===== src/rtl/hazard_ctrl.sv =====
// rtl/hazard_ctrl.sv - pipeline sequencer: load-use bubbles, branch/jump flushes, memory freeze, perf counters
module hazard_ctrl #(
  parameter int LU_CYCLES = 1,
  parameter int WAIT_MAX  = 64,
  parameter int CNT_W     = 16
) (
  input  logic             CLK,
  input  logic             RSTn,
  input  logic [4:0]       rs_id,
  input  logic [4:0]       rt_id,
  input  logic             use_rs_id,
  input  logic             use_rt_id,
  input  logic [4:0]       Wreg_addr_ex,
  input  logic             MemRead_ex,
  input  logic             RegWrite_ex,
  input  logic             branch_taken_ex,
  input  logic             jump_id,
  input  logic             mem_busy,
  output logic             pc_en,
  output logic             ifid_en,
  output logic             ifid_flush,
  output logic             idex_en,
  output logic             idex_flush,
  output logic             exmem_en,
  output logic             mem_timeout,
  output logic [CNT_W-1:0] stall_cnt,
  output logic [CNT_W-1:0] flush_cnt
);

  localparam int WW = $clog2(WAIT_MAX + 1);
  localparam logic [WW-1:0] WAIT_LIM = WW'(WAIT_MAX);

  typedef enum logic [1:0] {RUN, LU_STALL, MEM_WAIT} state_t;

  state_t           state_q, state_d;
  state_t           ret_q, ret_d;
  state_t           eff;
  logic [1:0]       lu_cnt_q, lu_cnt_d;
  logic [WW-1:0]    wait_cnt_q, wait_cnt_d;
  logic             timeout_q, timeout_d;
  logic [CNT_W-1:0] stall_cnt_q, stall_cnt_d;
  logic [CNT_W-1:0] flush_cnt_q, flush_cnt_d;
  logic             stall_inc, flush_inc;
  logic             load_use;

  assign load_use = MemRead_ex & RegWrite_ex & (Wreg_addr_ex != 5'd0) &
                    ((use_rs_id & (rs_id == Wreg_addr_ex)) |
                     (use_rt_id & (rt_id == Wreg_addr_ex)));

  // Next-state and pipeline controls; mem_busy > branch > load-use > jump
  always_comb begin
    state_d    = state_q;
    ret_d      = ret_q;
    lu_cnt_d   = lu_cnt_q;
    wait_cnt_d = wait_cnt_q;
    timeout_d  = timeout_q;
    stall_inc  = 1'b0;
    flush_inc  = 1'b0;
    pc_en      = 1'b1;
    ifid_en    = 1'b1;
    idex_en    = 1'b1;
    exmem_en   = 1'b1;
    ifid_flush = 1'b0;
    idex_flush = 1'b0;
    // once memory is ready again, a wait episode behaves exactly like the state it interrupted
    eff        = (state_q == MEM_WAIT) ? ret_q : state_q;

    if (mem_busy) begin
      pc_en     = 1'b0;
      ifid_en   = 1'b0;
      idex_en   = 1'b0;
      exmem_en  = 1'b0;
      stall_inc = 1'b1;
      if (state_q == MEM_WAIT) begin
        if (wait_cnt_q != '1) wait_cnt_d = wait_cnt_q + WW'(1);
      end else begin
        ret_d      = state_q;
        state_d    = MEM_WAIT;
        wait_cnt_d = WW'(1);
      end
      if (wait_cnt_d >= WAIT_LIM) timeout_d = 1'b1;
    end else begin
      wait_cnt_d = '0;
      state_d    = eff;
      if (eff == LU_STALL) begin
        // EX already holds the load or a bubble, so branch/load-use are not evaluated here
        pc_en      = 1'b0;
        ifid_en    = 1'b0;
        idex_flush = 1'b1;
        stall_inc  = 1'b1;
        lu_cnt_d   = lu_cnt_q - 2'd1;
        if (lu_cnt_q == 2'd1) state_d = RUN;
      end else if (branch_taken_ex) begin
        ifid_flush = 1'b1;
        idex_flush = 1'b1;
        flush_inc  = 1'b1;
      end else if (load_use) begin
        pc_en      = 1'b0;
        ifid_en    = 1'b0;
        idex_flush = 1'b1;
        stall_inc  = 1'b1;
        if (LU_CYCLES > 1) begin
          lu_cnt_d = 2'(LU_CYCLES - 1);
          state_d  = LU_STALL;
        end
      end else if (jump_id) begin
        ifid_flush = 1'b1;
        flush_inc  = 1'b1;
      end
    end

    // reset holds the pipe frozen and loading NOPs
    if (!RSTn) begin
      pc_en      = 1'b0;
      ifid_en    = 1'b0;
      idex_en    = 1'b0;
      exmem_en   = 1'b0;
      ifid_flush = 1'b1;
      idex_flush = 1'b1;
    end

    stall_cnt_d = (stall_inc && stall_cnt_q != '1) ? stall_cnt_q + CNT_W'(1) : stall_cnt_q;
    flush_cnt_d = (flush_inc && flush_cnt_q != '1) ? flush_cnt_q + CNT_W'(1) : flush_cnt_q;
  end

  // State registers update on the falling edge alongside the pipeline registers
  always_ff @(negedge CLK or negedge RSTn) begin
    if (!RSTn) begin
      state_q     <= RUN;
      ret_q       <= RUN;
      lu_cnt_q    <= '0;
      wait_cnt_q  <= '0;
      timeout_q   <= 1'b0;
      stall_cnt_q <= '0;
      flush_cnt_q <= '0;
    end else begin
      state_q     <= state_d;
      ret_q       <= ret_d;
      lu_cnt_q    <= lu_cnt_d;
      wait_cnt_q  <= wait_cnt_d;
      timeout_q   <= timeout_d;
      stall_cnt_q <= stall_cnt_d;
      flush_cnt_q <= flush_cnt_d;
    end
  end

  assign mem_timeout = timeout_q;
  assign stall_cnt   = stall_cnt_q;
  assign flush_cnt   = flush_cnt_q;

endmodule


===== config.mk =====
export PLATFORM = sky130hd
export DESIGN_NAME = hazard_ctrl
export DESIGN_NICKNAME = d
export VERILOG_FILES = /design/src/rtl/hazard_ctrl.sv
export SDC_FILE = /design/constraint.sdc
export NUM_CORES = 1
export LEC_CHECK = 0
export ABC_AREA = 1
export CORE_MARGIN = 10
export CORE_UTILIZATION = 40
export CTS_BUF_LIST = sky130_fd_sc_hd__clkbuf_8
export CTS_CLUSTER_DIAMETER = 120
export DETAILED_ROUTE_END_ITERATION = 8
export PLACE_DENSITY_LB_ADDON = 0.25
export SKIP_LAST_GASP = 1
export SLEW_MARGIN = 30
export SYNTH_ARGS = -nofsm -noshare
export SYNTH_HDL_FRONTEND = slang
export SYNTH_SLANG_ARGS = --single-unit

===== constraint.sdc =====
create_clock -name CLK -period 4 [get_ports CLK]
set_clock_uncertainty 0.1 [all_clocks]
set_input_delay 0.4 -clock CLK [delete_from_list [all_inputs] [get_ports CLK]]
set_output_delay 0.4 -clock CLK [all_outputs]
set_load 0.02 [all_outputs]

==> flow_metrics.py <==
metrics = {
    "power_and_ir_drop": {
        "p_int_uw": 1040,
        "clockPowerShare": 0.221,
        "worst_ir_drop_vdd_mv": 0.313,
        "p_switching_uw": 566,
        "power.combinational.fraction": 0.390,
        "cellLeakagePower_uw": 0.00220,
        "p_sw_frac": 0.353,
        "power-per-cell-area_mw_per_mm2": 404,
        "share_of_total_power_in_sequential_cells": 0.388,
    },
    "logic_synthesis": {
        "synth_top_area_frac": 0.408,
        "synth_warnings": 0,
        "mappedNetlistArea_mm2": 0.00282,
        "synth.net_count": 411,
        "synth_edf_count": 0,
        "synthesis.instances": 383,
        "post_synth.cell_area_avg_um2": 7.36,
        "synth_top_flop_cell": "dfrtn_1",
        "synth_cell_types": 32,
        "yosysSeqAreaShare": 0.408,
        "yosys.area.top_type": "dfrtn_1",
        "synth.top_cells.by_area": "dfrtn_1 41%, nand2_1 20%, xor2_1 6.2%",
        "yosys_register_bits": 46,
        "synthArstFlopShare": 1.00,
    },
    "floorplanning": {
        "core_area_mm2": 0.00683,
        "fp.dieArea_mm2": 0.0108,
        "fp.dieH_um": 104,
        "initial_utilization": 0.413,
        "floorplan.io_pins": 63,
        "floorplan.die.width_um": 104,
        "placement_rows": 30,
    },
    "worst_setup_path": {
        "worst_r2r_startpoint": "stall_cnt[0]",
        "worstReg2RegEnd": "stall_cnt[8]",
        "crit_path_top_delay_cell": "dfrtn_1",
        "critPathMaxFanout": 3,
        "crit_arrival_ns": 3.56,
        "worst_r2r_path_depth": 7,
        "critical_path_class": "register to output port",
        "cp.required_ns": 3.50,
        "cp_cell_sequence": "a21oi_2 > inv_1 > nand2_2 > inv_2 > nor2_4 > nand2_2 > buf_6 > nor2_4 > buf_6",
        "reg2reg_setup_slack_ns": 1.86,
        "crit_buf_inv": 4,
        "timing.critical_path.max_delay_family": "flip-flops",
        "endpoint_kind": "output port",
        "cp_launch_type": "register",
        "highest_cell_delay_on_the_worst_timing_path_ns": 0.38,
    },
    "clocking": {
        "cts_buffer_depth": 2,
        "worst_setup_hold_path_clk_slew_ns": 0.06,
        "clk_sinks": 46,
        "clk_latency_ns": 0.31,
        "ctsRootBufferMaster": "clkbuf_8",
        "cts_hold_buffers": 0,
        "htree_levels": 2,
        "cts_tree": "done",
        "tritoncts.num_buffers": 5,
    },
    "drt": {
        "detail_route.vias_per_cell": 4.69,
        "drt_first_iter_violations": 66,
        "routedWlPerCell_um": 12.5,
        "wl_mm": 7.05,
        "vias": 2649,
        "detailedRoute.firstPassIterationCount": 4,
        "drc_errors": 0,
        "ant_nets": 0,
    },
    "final_layout": {
        "nets": 496,
        "num_antenna_cells": 0,
        "final_layout_size_suffix_gt1_frac": 0.147,
        "final_common_cell": "nand2_1",
        "final_cell_mix": "142 x nand2_1, 46 x dfrtn_1, 35 x inv_1",
        "final_util": 0.580,
        "final_cell_area_mm2": 0.00397,
        "layout-area-overhead-vs-synth_pct": 40.6,
    },
    "placed_design": {
        "place_congestion": 0.844,
        "detailedPlacementHpwl_mm": 5.08,
        "buffer_ports.inserted": 62,
        "post-place-ws_ns": -0.315,
        "dpl-instance-area_mm2": 0.00363,
    },
    "sta": {
        "grt_setup_unrepaired": "true",
        "worst_slew_pin_slew_ns": 0.548,
        "fin_ws_ns": -0.0587,
        "final-hold-violation-count": 0,
        "setup-tns-final_ns": -0.162,
        "slew_headroom": 0.635,
        "fin_max_slew_vios": 0,
        "final-setup-viol-count": 3,
        "whs_ns": 0.323,
    },
    "global_routing": {
        "grt_max_degree": 29,
        "initial_antenna_violation_count": 0,
        "grt_pass1_wl_mm": 12.1,
        "grt_pass1_vias": 2574,
        "grt_usage": 0.129,
        "grt_overflow": 0,
    },
    "job": {
        "cap_violations": 0,
    },
    "hold_path": {
        "timing.hold.worst.class": "register to register",
        "worstHoldEndpoint": "mem_timeout",
        "hold-path-cell-count": 1,
        "worst_hold_startpoint": "mem_timeout",
    },
    "run_status": {
        "violations": "setup timing",
        "run_status": "finished with violations",
    },
}
==> per-layer routing <==
metal | GRT usage | vias up | part of all wire
li1 | - | 1353 | -
met1 | 0.155 | 1230 | 0.43
met2 | 0.217 | 58 | 0.50
met3 | 0.0397 | 8 | 0.056
met4 | 0.0378 | 0 | 0.011
met5 | 0 | - | 0
==> synthesized netlist by cell type (all sizes together) (2+ instances only) <==
library cell / instances
buf: 7
a21oi: 2
inv: 40
nand3: 26
nor3: 7
dfrtn: 46
o21ai: 10
or2: 2
xnor2: 13
nand2: 150
ha: 4
xor2: 20
nor2: 41
nand4: 8
==> registers in the layout, summed over array words and instances, names as in the netlist <==
register and flops:
flush_cnt 16, lu_cnt_q 2, mem_timeout 1, ret_q 2
stall_cnt 16, state_q 2, wait_cnt_q 7
==> worst reg2reg max path, cell delays in order (launching register included) <==
cell and delay (ns):
dfrtn_1 0.48, ha_1 0.21, nand3_1 0.18, nor3_2 0.28, nand4_1 0.31, buf_4 0.29, nand3_1 0.09, nand2_1 0.06
==> stage by stage <==
| stage | power (uW) | cells |
|---|---|---|
| floorplan | 941 | 383 |
| global placement | 1160 | 547 |
| detailed placement | 1180 | 547 |
| CTS | 1560 | 558 |
| global route | 1720 | 565 |
| finish | 1600 | 565 |
==> cell type report <==
class	count	area, um2
Clock buffer	5	68.8
Timing Repair Buffer	86	906
Inverter	41	154
Clock inverter	3	43.8
Fill cell	655	2870
Multi-Input combinational cell	288	1520
Tap cell	96	120
Sequential cell	46	1150
==> worst max path at each step <==
stage	start	cells after the start	slack, ns	to
floorplan	ret_q[0]	9	0.06	pc_en
global placement	state_q[0]	9	-0.29	pc_en
detailed placement	state_q[1]	9	-0.31	ifid_en
CTS	state_q[1]	9	-0.12	ifid_en
global route	state_q[0]	9	-0.16	ifid_en
finish	state_q[1]	9	-0.06	ifid_en
==> timing repair <==
action | in CTS | in global routing
gates resized for setup | 31 | 39
gates cloned | 0 | 2
setup endpoints to repair | 9 | 43
pin swaps | 4 | 13
buffers inserted | 3 | 5
==> power by group through the flow <==
stage / combinational, uW / sequential, uW / clock [uW]
6_report: 625 / 623 / 355
2_1_floorplan: 274 / 667 / 0
3_3_place_gp: 537 / 624 / 0
3_5_place_dp: 549 / 627 / 0
4_1_cts: 569 / 623 / 369
5_1_grt: 696 / 640 / 384
==> cells by family (layout without fill, tap and decap cells) <==
kind of cell	after synthesis	in the layout	synth area share
AO/OA/AOI/OAI	13	13	0.0240
XOR/XNOR	33	33	0.102
adder cells (fa/ha/maj)	4	4	0.0177
buffers and inverters	49	135	0.0776
flip-flops	46	46	0.408
AND/OR/NAND/NOR	238	238	0.370
(Power assumes the default switching activity.)
